[src/rtl/sevenseg_pkg.sv]
`default_nettype none
// ============================================================================
//  Module   : sevenseg_pkg
//  Purpose  : Shared types and constants for the seven-segment display
//             arbiter: segment value width, the largest value a two-digit
//             display can show, and the arbiter state encoding.
//  Ports    : none (package)
//  Revision : 1.0 - initial release
// ============================================================================
package sevenseg_pkg;

  localparam int SEG_VALUE_W   = 8;
  // Clamping to this value is done downstream in sevenseg_driver.
  localparam int SEG_MAX_VALUE = 99;

  typedef enum logic [0:0] {
    IDLE = 1'b0,
    SHOW = 1'b1
  } arb_state_t;

endpackage : sevenseg_pkg
`default_nettype wire

[src/rtl/sevenseg_rr_pick.sv]
`default_nettype none
// ============================================================================
//  Module   : sevenseg_rr_pick
//  Purpose  : Combinational round-robin search. Returns the first set bit of
//             'valid' at or after 'ptr', wrapping modulo NUM_REQ.
//  Ports    : valid     [NUM_REQ-1:0]  request vector
//             ptr       [IDX_W-1:0]    search start index
//             grant_idx [IDX_W-1:0]    selected index (0 when none valid)
//             any_valid                at least one request is set
//  Revision : 1.0 - initial release
// ============================================================================
module sevenseg_rr_pick #(
  parameter int NUM_REQ = 4,
  parameter int IDX_W   = $clog2(NUM_REQ)
) (
  input  logic [NUM_REQ-1:0] valid,
  input  logic [IDX_W-1:0]   ptr,
  output logic [IDX_W-1:0]   grant_idx,
  output logic               any_valid
);

  logic [IDX_W:0] cand;

  // Scan offsets from the farthest to the nearest so the last hit, which
  // is the one closest to ptr, wins.
  always_comb begin
    grant_idx = '0;
    cand      = '0;
    any_valid = |valid;
    for (int k = NUM_REQ - 1; k >= 0; k--) begin
      cand = {1'b0, ptr} + (IDX_W + 1)'(k);
      if (cand >= (IDX_W + 1)'(NUM_REQ)) begin
        cand = cand - (IDX_W + 1)'(NUM_REQ);
      end
      if (valid[cand[IDX_W-1:0]]) begin
        grant_idx = cand[IDX_W-1:0];
      end
    end
  end

endmodule : sevenseg_rr_pick
`default_nettype wire

[src/rtl/sevenseg_display_arbiter.sv]
`default_nettype none
// ============================================================================
//  Module   : sevenseg_display_arbiter
//  Purpose  : Time-shares a two-digit seven-segment display among NUM_REQ
//             requesters. Grants round-robin, captures the granted value and
//             holds it for DWELL_CYCLES clocks, then moves on to the next
//             pending requester with no idle bubble. The display never blanks.
//  Config   : `define SEVENSEG_ARB_PREEMPT_EN makes requester 0 urgent: it
//             preempts any other owner mid-dwell without moving the pointer.
//  Ports    : clk, rst           clock, asynchronous active-high reset
//             req_valid  [N]     per-requester request
//             req_value  [8N]    requester i value at [8i+7:8i]
//             req_ready  [N]     one-cycle grant/capture pulse
//             disp_value [8]     value routed to sevenseg_driver
//             disp_owner         index of current/last shown requester
//             disp_busy          high while a dwell is in progress
//  Revision : 1.0 - initial release
// ============================================================================
module sevenseg_display_arbiter
  import sevenseg_pkg::*;
#(
  parameter int NUM_REQ      = 4,
  parameter int DWELL_CYCLES = 25000000
) (
  input  logic                           clk,
  input  logic                           rst,
  input  logic [NUM_REQ-1:0]             req_valid,
  input  logic [SEG_VALUE_W*NUM_REQ-1:0] req_value,
  output logic [NUM_REQ-1:0]             req_ready,
  output logic [SEG_VALUE_W-1:0]         disp_value,
  output logic [$clog2(NUM_REQ)-1:0]     disp_owner,
  output logic                           disp_busy
);

  localparam int IDX_W = $clog2(NUM_REQ);
  localparam int CNT_W = $clog2(DWELL_CYCLES + 1);
  localparam logic [CNT_W-1:0] DWELL_LOAD = CNT_W'(DWELL_CYCLES - 1);

  arb_state_t             state;
  logic [IDX_W-1:0]       rr_ptr;
  logic [CNT_W-1:0]       dwell_cnt;

  logic [IDX_W-1:0]       pick_idx;
  logic                   any_valid;
  logic                   preempt;
  logic                   terminal;
  logic                   do_grant;
  logic [IDX_W-1:0]       grant_idx;
  logic [SEG_VALUE_W-1:0] grant_value;
  logic [IDX_W-1:0]       next_ptr;

  sevenseg_rr_pick #(
    .NUM_REQ (NUM_REQ),
    .IDX_W   (IDX_W)
  ) u_rr_pick (
    .valid     (req_valid),
    .ptr       (rr_ptr),
    .grant_idx (pick_idx),
    .any_valid (any_valid)
  );

  always_comb begin
    preempt = 1'b0;
`ifdef SEVENSEG_ARB_PREEMPT_EN
    // An owner of 0 already shows the urgent requester; it waits its turn.
    preempt = (state == SHOW) && req_valid[0] && (disp_owner != '0);
`endif
    terminal  = (state == SHOW) && (dwell_cnt == '0);
    // Arbitration happens in IDLE and on the last dwell cycle, so back-to-back
    // dwells chain without an idle cycle in between.
    do_grant  = preempt || (((state == IDLE) || terminal) && any_valid);
    grant_idx = preempt ? '0 : pick_idx;

    grant_value = '0;
    for (int i = 0; i < NUM_REQ; i++) begin
      if (grant_idx == IDX_W'(i)) begin
        grant_value = req_value[i*SEG_VALUE_W +: SEG_VALUE_W];
      end
    end

    next_ptr = (pick_idx == IDX_W'(NUM_REQ - 1)) ? '0 : pick_idx + IDX_W'(1);
  end

  always_ff @(posedge clk or posedge rst) begin
    if (rst) begin
      state      <= IDLE;
      rr_ptr     <= '0;
      dwell_cnt  <= '0;
      req_ready  <= '0;
      disp_value <= '0;
      disp_owner <= '0;
      disp_busy  <= 1'b0;
    end else begin
      req_ready <= '0;
      if (do_grant) begin
        state      <= SHOW;
        disp_value <= grant_value;
        disp_owner <= grant_idx;
        disp_busy  <= 1'b1;
        req_ready  <= NUM_REQ'(1) << grant_idx;
        dwell_cnt  <= DWELL_LOAD;
        // A preemption leaves the pointer alone so the interrupted rotation
        // resumes where it was.
        if (!preempt) begin
          rr_ptr <= next_ptr;
        end
      end else if (state == SHOW) begin
        if (dwell_cnt == '0) begin
          // Nothing pending: stop the dwell but keep showing the last value.
          state     <= IDLE;
          disp_busy <= 1'b0;
        end else begin
          dwell_cnt <= dwell_cnt - CNT_W'(1);
        end
      end
    end
  end

endmodule : sevenseg_display_arbiter
`default_nettype wire
[config.mk]
export PLATFORM = sky130hd
export DESIGN_NAME = sevenseg_display_arbiter
export DESIGN_NICKNAME = d
export VERILOG_FILES = /design/src/rtl/sevenseg_pkg.sv /design/src/rtl/sevenseg_rr_pick.sv /design/src/rtl/sevenseg_display_arbiter.sv
export SDC_FILE = /design/constraint.sdc
export NUM_CORES = 1
export LEC_CHECK = 0
export ABC_CLOCK_PERIOD_IN_PS = 2600
export CORE_MARGIN = 5
export CORE_UTILIZATION = 40
export CTS_BUF_LIST = sky130_fd_sc_hd__clkbuf_8
export DETAILED_ROUTE_END_ITERATION = 6
export PLACE_DENSITY = 0.75
export RECOVER_POWER = 100
export SYNTH_ARGS = -nofsm -noshare
export SYNTH_HDL_FRONTEND = slang
export SYNTH_HIERARCHICAL = 1
export SYNTH_SLANG_ARGS = --single-unit
[constraint.sdc]
create_clock -name clk -period 2.6 [get_ports clk]
set_input_delay 0.52 -clock clk [delete_from_list [all_inputs] [get_ports clk]]
set_output_delay 0.52 -clock clk [all_outputs]
set_load 0.005 [all_outputs]
Yosys cells after proc, flatten, opt, wreduce, memory -nomap -nowiden
Cells that the tools add are included.

word-level totals
  register bits after elaboration = 43
  output and inout port bits = 15
  logic and storage cells = 71

cells by class
  $add $sub $neg = 9
  order comparisons = 8
  equality and inequality tests = 4
  shifts and indexed selects = 1
  muxes and demuxes = 31
  bitwise logic cells = 1
  reductions and logical operators = 10

operator list
  kind                                                                                  count
  25-bit two-way mux                                                                    3
  8-bit two-way mux                                                                     4
  25-bit zero test                                                                      1
  25-bit by 1-bit subtractor with 25-bit output (second input constant)                 1
  2-bit two-way mux                                                                     9
  2-bit by 3-bit less-than comparator with 1-bit output (second input constant)         4
  1-bit two-way mux                                                                     10
  3-bit greater-or-equal comparator (second input constant)                             3
  1-bit binary-select mux with 2-bit select                                             4
  2-bit by 1-bit subtractor with 2-bit output (second input constant)                   4
  2-bit by 2-bit adder with 3-bit output (second input constant)                        2
  2-bit == test (second input constant)                                                 2
  4-bit two-way mux                                                                     1
  2-bit AND reduction                                                                   2
  2-bit nonzero test                                                                    2
  4-bit OR reduction                                                                    1
  1-bit by 2-bit left shift with 4-bit output (first input constant)                    1
  2-bit by 1-bit adder with 3-bit output (second input constant)                        1
  2-bit by 3-bit greater-or-equal comparator with 1-bit output (second input constant)  1
  2-bit by 1-bit adder with 2-bit output (second input constant)                        1
  2-bit by 1-bit == test with 1-bit output (second input constant)                      1
  1-bit logical AND                                                                     2
  2-bit zero test                                                                       1
  2-bit inequality test (second input constant)                                         1
  2 further kinds                                                                       2

Longest topological paths before layout
Gate-level depths: netlist (run 1).

  word-level depth = 14
  mapped depth = 12
  depth with buffers taken out = 10

Cells and area by module
Netlist (run 1), hierarchy kept.

modules (own cells, without submodules)
  module                    times used  cells an instance  area an instance (sq um)  seq. area each (sq um)
  sevenseg_display_arbiter  1           250                2,372.3                   1,076.0
  sevenseg_rr_pick          1           13                 77.6                      0.0

Worst setup path before layout (run 1)
OpenSTA, ideal clock, no wires.

  path type = in2reg
  start = in req_valid[3]
  end = reg disp_value[6]
  data arrival time = 2,118 ps
  data required time = 2,459 ps
  slack = 342 ps
  cell stages on the path = 12
  cells stage by stage = nand2b_1 > a211oi_1 > nor2_1 > inv_1 > ha_1 > clkbuf_1 > nor2b_1 > clkbuf_1 > a221oi_1 > nor3_1 > a21oi_1 > o21ai_0

on the way
  longest elaborated chain between the ends = 11
  elaborated cells between the ends (all ways) = 22
  those cells by class = 3 x eq/ne; 16 x mux; 3 x reduce/logical

ends and longest elaborated chain
  item                                       RTL line                        source
  from (decl)                                sevenseg_display_arbiter.sv:27  input logic [NUM_REQ-1:0] req_valid,
  1-bit binary-select mux with 2-bit select  sevenseg_rr_pick.sv:35          if (valid[cand[IDX_W-1:0]]) begin
  1-bit two-way mux (implied by the code)    sevenseg_rr_pick.sv:35
  2-bit two-way mux (3 in a row)             sevenseg_rr_pick.sv:35
  2-bit two-way mux *                        sevenseg_rr_pick.sv:35
  net grant_idx[1]                           sevenseg_display_arbiter.sv:48  logic [IDX_W-1:0] grant_idx;
  2-bit zero test                            sevenseg_display_arbiter.sv:76  if (grant_idx == IDX_W'(i)) begin
  8-bit two-way mux (3 in a row)             sevenseg_display_arbiter.sv:76
  8-bit two-way mux *                        sevenseg_display_arbiter.sv:76
  to (signal assigned)                       sevenseg_display_arbiter.sv:97  disp_value <= grant_value;
  to (decl)                                  sevenseg_display_arbiter.sv:30  output logic [SEG_VALUE_W-1:0] disp_value,

Mark *: on every way through the listed nets, which the timed path passes. The rest lies on a longest branch. The select of a mux whose other input is x is not followed.
A chain may end at the register's enable or synchronous reset.

Worst setup path after layout (run 1)
  start = in req_valid[3]
  end = reg disp_value[4]

The elaborated chain is that of the path after synthesis.

==> flow_metrics.tcl, run 1 <==
set metrics [dict create \
    status "finished clean" \
    routed-via-count 2209 \
    dp.cells 389 \
    arrival_ps 2570 \
    clockPowerShare_pct 31.4 \
    rsz0062_at_grt "no" \
    worstPathRequired_ps 2780 \
    tightest_slew_ps 1060 \
    cts_buffer_depth 2 \
    whs_path_depth 2 \
    maxCapViolations 0 \
    final_common_cell "dfrtp_1" \
    dieWidth_um 88.3 \
    power_frac_comb_pct 23.6 \
    period_share_pct 91.8 \
    p_leak_nw 1.30 \
    max_stage_delay_ps 460 \
    dpl.hpwl_mm 4.43 \
    post-cts-setup-buffers 0 \
    avgSynthCellArea_um2 9.32 \
    synth.cell_area_um2 2450 \
    synth_top_cell_by_area "dfrtp_1" \
    die_h_um 88.3 \
    viasPerCell 5.56 \
    seqPwrFrac_pct 45.0 \
    synth_edf_count 0 \
    hold_viol 0 \
    rows 28 \
    io_buffers 52 \
    crit_chain "clkdlybuf4s50_1, nand2b_1, a211oi_1, nor2_1, clkbuf_4, ha_1, a221oi_1, nor3_1, a21oi_1, o21ai_0" \
    finalNonFillerCells 397 \
    start_util_pct 41.1 \
    r2r_slack_ps 240 \
    syn_to_final_growth_pct 32.2 \
    antenna_found_initial 0 \
    relSlewSlack_pct 29.0 \
    synth_ff_type "dfrtp_1" \
    path_delay_family "compound AO/OA/AOI/OAI gates" \
    cts_buffers 5 \
    yosysWarnings 6 \
    hold_ws_ps 481 \
    ir_drop_mv 0.420 \
    yosys.area.top_type_share_pct 43.9 \
    placed_area_um2 3120 \
    antenna_left 0 \
    grt_overflow 0 \
    hold_class "flop to flop" \
    routedWlPerCell_um 14.8 \
    crit_slowest_cell "clkdlybuf4s50_1" \
    finalWorstSetupSlack_ps 213 \
    ioPinCount 53 \
    intPower_mw 1.40 \
    hold_path_startpoint "disp_value[2]" \
    grt_max_degree 25 \
    synth.distinct_cells 57 \
    core_um2 5960 \
    place_ws_ps -269 \
    grt_pass1_wl_mm 10.3 \
    cts_max_level 2 \
    insertion_delay_ps 290 \
    root_buffer "clkbuf_8" \
    p_switching_mw 0.546 \
    min_period_ps 2390 \
    first_iter_violations 192 \
    async_flop_share_pct 100 \
    fmax_mhz 419 \
    n_antenna_cell 0 \
    dieArea_um2 7790 \
    drive_gt1_share_pct 9.01 \
    cp_num_buf_inv 2 \
    gp_congestion 0.860 \
    fin_area_um2 3240 \
    r2r_start "dwell_cnt[0]" \
    cts_sinks 43 \
    swShare_pct 28.1 \
    drv_slew 0 \
    routed_wl_mm 5.88 \
    drc 0 \
    syn-num-nets 306 \
    total_power_mw 1.94 \
    first_pass_iters 6 \
    final_cell_mix "dfrtp_1, clkdlybuf4s50_1, nor3_1" \
    yosys-top-cells-area "dfrtp_1, nor3_1, a21oi_1" \
    post_synth_inst_count 263 \
    cts_tree "built" \
    min_to "disp_value[2]" \
    post-route-util_pct 54.4 \
    r2r-end "dwell_cnt[13]" \
    tns_ps 0 \
    crit_type "input pin to flop" \
    nFillCells 550 \
    grtUsageTotal_pct 16.5 \
    seq_area_frac_synth_pct 43.9 \
    skew_ps 9.36 \
    num-nets-final 364 \
    crit_fanout 17 \
    crit_path_start_kind "input pin" \
    ys_seq_elements 43 \
    first_global_vias 2249 \
    clk_pin_slew_ps 80 \
    r2r.worst_path.cells 8 \
    final-setup-viol-count 0 \
    power_density_nw_per_um2 600 \
    cp-end-kind "flop" \
]
[worst max-delay path by stage]
stage | endpoint | cells after the start | startpoint
global placement | disp_value[3] | 11 | req_valid[3]
finish | disp_value[4] | 10 | req_valid[3]
global route | disp_value[4] | 10 | req_valid[3]
CTS | disp_value[4] | 11 | req_valid[3]
detailed placement | disp_value[4] | 11 | req_valid[3]
floorplan | disp_value[6] | 12 | req_valid[3]
[power groups by stage]
stage	Sequential, mW	Clock (mW)	Combinational, mW
3_3_place_gp	0.878	0	0.455
6_report	0.875	0.610	0.458
5_1_grt	0.893	0.655	0.521
3_5_place_dp	0.886	0	0.474
2_1_floorplan	0.864	0	0.293
4_1_cts	0.876	0.622	0.474
[state kept, by name (all words and copies together), names as in the netlist]
signal,cells
disp_value,8
state,1
dwell_cnt,25
req_ready,4
disp_owner,2
disp_busy,1
rr_ptr,2
[synth_stat cells (3+ instances only)]
cell and number:
a221oi_1 8, nand2b_1 3, clkbuf_1 7, o21ai_0 15
nand2_1 19, nor3b_1 3, and2_1 4, a21o_1 3
nor4_1 3, nor2b_1 10, a21oi_1 17, and3_1 6
nor3_1 31, xnor2_1 3, nor3_2 3, nand3_1 4
dfrtp_1 43, or4_1 3, a211oi_1 3, buf_2 4
inv_1 8, nor2_1 11, o21ai_1 3, ha_1 5
[cell families after synthesis]
group | synth area share (%)
muxes | 0.817
buffers and inverters | 3.58
and+or+nand+nor | 28.9
AOI/OAI and AO/OA | 19.2
adders and majority gates | 2.55
DFF | 43.9
xor gates and xnor gates | 1.07
[worst reg2reg max path: stages, from the launching register on]
cell and delay [ps]:
dfrtp_1 410, inv_1 70, ha_1 180, nor3b_2 400, and4_1 330, a21boi_2 220, nor2_2 250, inv_1 140
o221a_1 260
[metal layers]
layer / vias to the layer above / GRT usage (%) / routed length (um)
met1: 1038 / 20.6 / 2630
met2: 65 / 26.9 / 2690
met3: 8 / 5.87 / 490
met5: - / 0 / 0
met4: 0 / 4.95 / 61
li1: 1098 / - / -
[area by class of cell]
cell class	instances	area [um2]	area share, %
sequential	43	1080	33.2
timing repair buffer	63	617	19.0
clock buffer	5	68.8	2.13
multi-input combinational	199	1280	39.7
clock inverter	3	63.8	1.97
tap	75	93.8	2.90
inverter	9	33.8	1.04
[timing repair]
item,CTS,global route
gates resized for setup,0,2
hold buffers,0,0
setup endpoints to repair,0,8
Note: power is estimated with default switching activity, not from simulation.
==> run 2: changes to the inputs <==
--- a/config.mk
+++ b/config.mk
@@ -10,7 +10,7 @@
 export CORE_UTILIZATION = 40
 export CTS_BUF_LIST = sky130_fd_sc_hd__clkbuf_8
 export DETAILED_ROUTE_END_ITERATION = 6
-export PLACE_DENSITY = 0.75
+export PLACE_DENSITY = 0.65
 export RECOVER_POWER = 100
 export SYNTH_ARGS = -nofsm -noshare
 export SYNTH_HDL_FRONTEND = slang
==> run 2 against run 1 <==
Critical path depth is 4 lower. Cell count is 0.50% higher. First-iteration DRC count is 53% lower. Sequential power is 0.5% lower. Power is 9.0% lower. Largest cell class unchanged. Highest routed layer unchanged.
==> flow_metrics.tcl, run 2 (synthesis gave the netlist of run 1 again) <==
set metrics [dict create \
    status "finished clean" \
    num-nets-final 367 \
    cts_buffer_depth 2 \
    final_common_cell "dfrtp_1" \
    cts_sinks 43 \
    crit_type "flop to flop" \
    tns_ps 0 \
    ioPinCount 53 \
    tightest_slew_ps 1070 \
    hold_class "flop to flop" \
    p_leak_nw 1.28 \
    reg_top3 "dwell_cnt: 25 flops, disp_value: 8 flops, req_ready: 4 flops" \
    largest_register_ffs 25 \
    routed_wl_mm 5.82 \
    io_buffers 52 \
    routedWlPerCell_um 14.6 \
    top_usage_layer "met2" \
    regMostFlops "dwell_cnt" \
    cts_tree "built" \
    first_pass_iters 4 \
    multiInputGateArea_um2 1290 \
    grt_overflow 0 \
    crit_path_start_kind "flop" \
    insertion_delay_ps 290 \
    root_buffer "clkbuf_8" \
    grtUsageTotal_pct 16.2 \
    min_period_ps 2330 \
    ir_drop_mv 0.312 \
    first_global_vias 2217 \
    viasPerCell 5.51 \
    grt_max_degree 44 \
    drc 0 \
    use_met1_pct 20.2 \
    gp_congestion 0.824 \
    grt_use_met2_pct 27.5 \
    core_um2 5960 \
    hold_viol 0 \
    grtUsageMet3_pct 6.05 \
    period_share_pct 89.7 \
    final_cell_mix "dfrtp_1, clkdlybuf4s50_1, nor3_1" \
    relSlewSlack_pct 28.7 \
    n_antenna_cell 0 \
    dieArea_um2 7790 \
    grt_pass1_wl_mm 10.2 \
    dpl.hpwl_mm 4.38 \
    cts_max_level 2 \
    die_h_um 88.3 \
    cts_buffers 5 \
    power_density_nw_per_um2 554 \
    start_util_pct 41.1 \
    skew_ps 4.96 \
    antenna_found_initial 0 \
    nFillCells 570 \
    arrival_ps 2510 \
    clk_pin_slew_ps 80 \
    first_iter_violations 90 \
    rsz0062_at_grt "no" \
    rows 28 \
    fmax_mhz 429 \
    cts_hold_buf 0 \
    worstPathRequired_ps 2780 \
    routed-via-count 2198 \
    final-setup-viol-count 0 \
    maxCapViolations 0 \
    regArea_um2 1080 \
    antenna_left 0 \
    post-route-util_pct 53.6 \
    drive_gt1_share_pct 10.2 \
    syn_to_final_growth_pct 30.2 \
    post-cts-setup-buffers 0 \
    crit_fanout 17 \
    drv_slew 0 \
    dieWidth_um 88.3 \
    cp-end-kind "flop" \
]
run 2: cell types whose count changed in the layout (fill, tap and decap cells not counted), sizes merged:
cell          before  now
clkbuf             7   11
bufinv             2    0
buf                8    9
clkinv             1    2
dlymetal6s4s       1    0
inv                9    8
run 2: per-stage QoR:
stage	hold slack (ps)	instances	power, mW	cell area, um2	setup slack (ps)
after floorplan	462	263	1.16	2450	342
after global placement	464	392	1.34	3120	-189
after detailed placement	469	392	1.36	3120	-295
after CTS	487	399	1.80	3210	18.7
after global routing	507	399	1.88	3190	17.5
final	473	399	1.77	3190	268
run 2: critical path, stage by stage (launching register included):
cell      delay, ps
dfrtp_1         460
nor4_2          480
and4b_1         360
a21boi_2        210
nor2_1          280
inv_1           160
o221a_1         260
run 2: power by group:
group	leakage [nW]	switching, mW	total, mW	internal (mW)
Sequential	0.482	0.114	0.871	0.757
Combinational	0.750	0.197	0.463	0.266
Clock	0.0470	0.226	0.435	0.209
run 2: repair_timing:
action | CTS | global route
hold endpoints to repair | 0 | 0
endpoints found under the setup margin | 0 | 8
resized for setup | 0 | 3
run 2: final timing paths:
check / startpoint / slack (ps) / cells past startpoint / end
max: dwell_cnt[16] / 270 / 6 / dwell_cnt[13]
min: disp_value[6] / 470 / 2 / disp_value[6]
max reg2reg: dwell_cnt[16] / 270 / 6 / dwell_cnt[13]
min reg2reg: disp_value[6] / 470 / 2 / disp_value[6]
max in group asynchronous: rst / 940 / 3 / dwell_cnt[11]
min in group asynchronous: rst / 1010 / 3 / disp_value[2]
run 2: per-layer routing:
metal,share of wire (%),vias to the layer above
met5,0,-
met4,0.53,0
met3,8.4,5
met2,45,57
met1,46,1027
li1,-,1109
run 2: cell type report:
| cell class | count | area share, % |
|---|---|---|
| well taps | 75 | 2.94 |
| flip-flops and latches | 43 | 33.7 |
| repair buffers | 66 | 19.1 |
| clock inverters | 1 | 0.157 |
| clock buffers | 6 | 2.59 |
| multi-input cells | 199 | 40.4 |
| inverters | 9 | 1.06 |
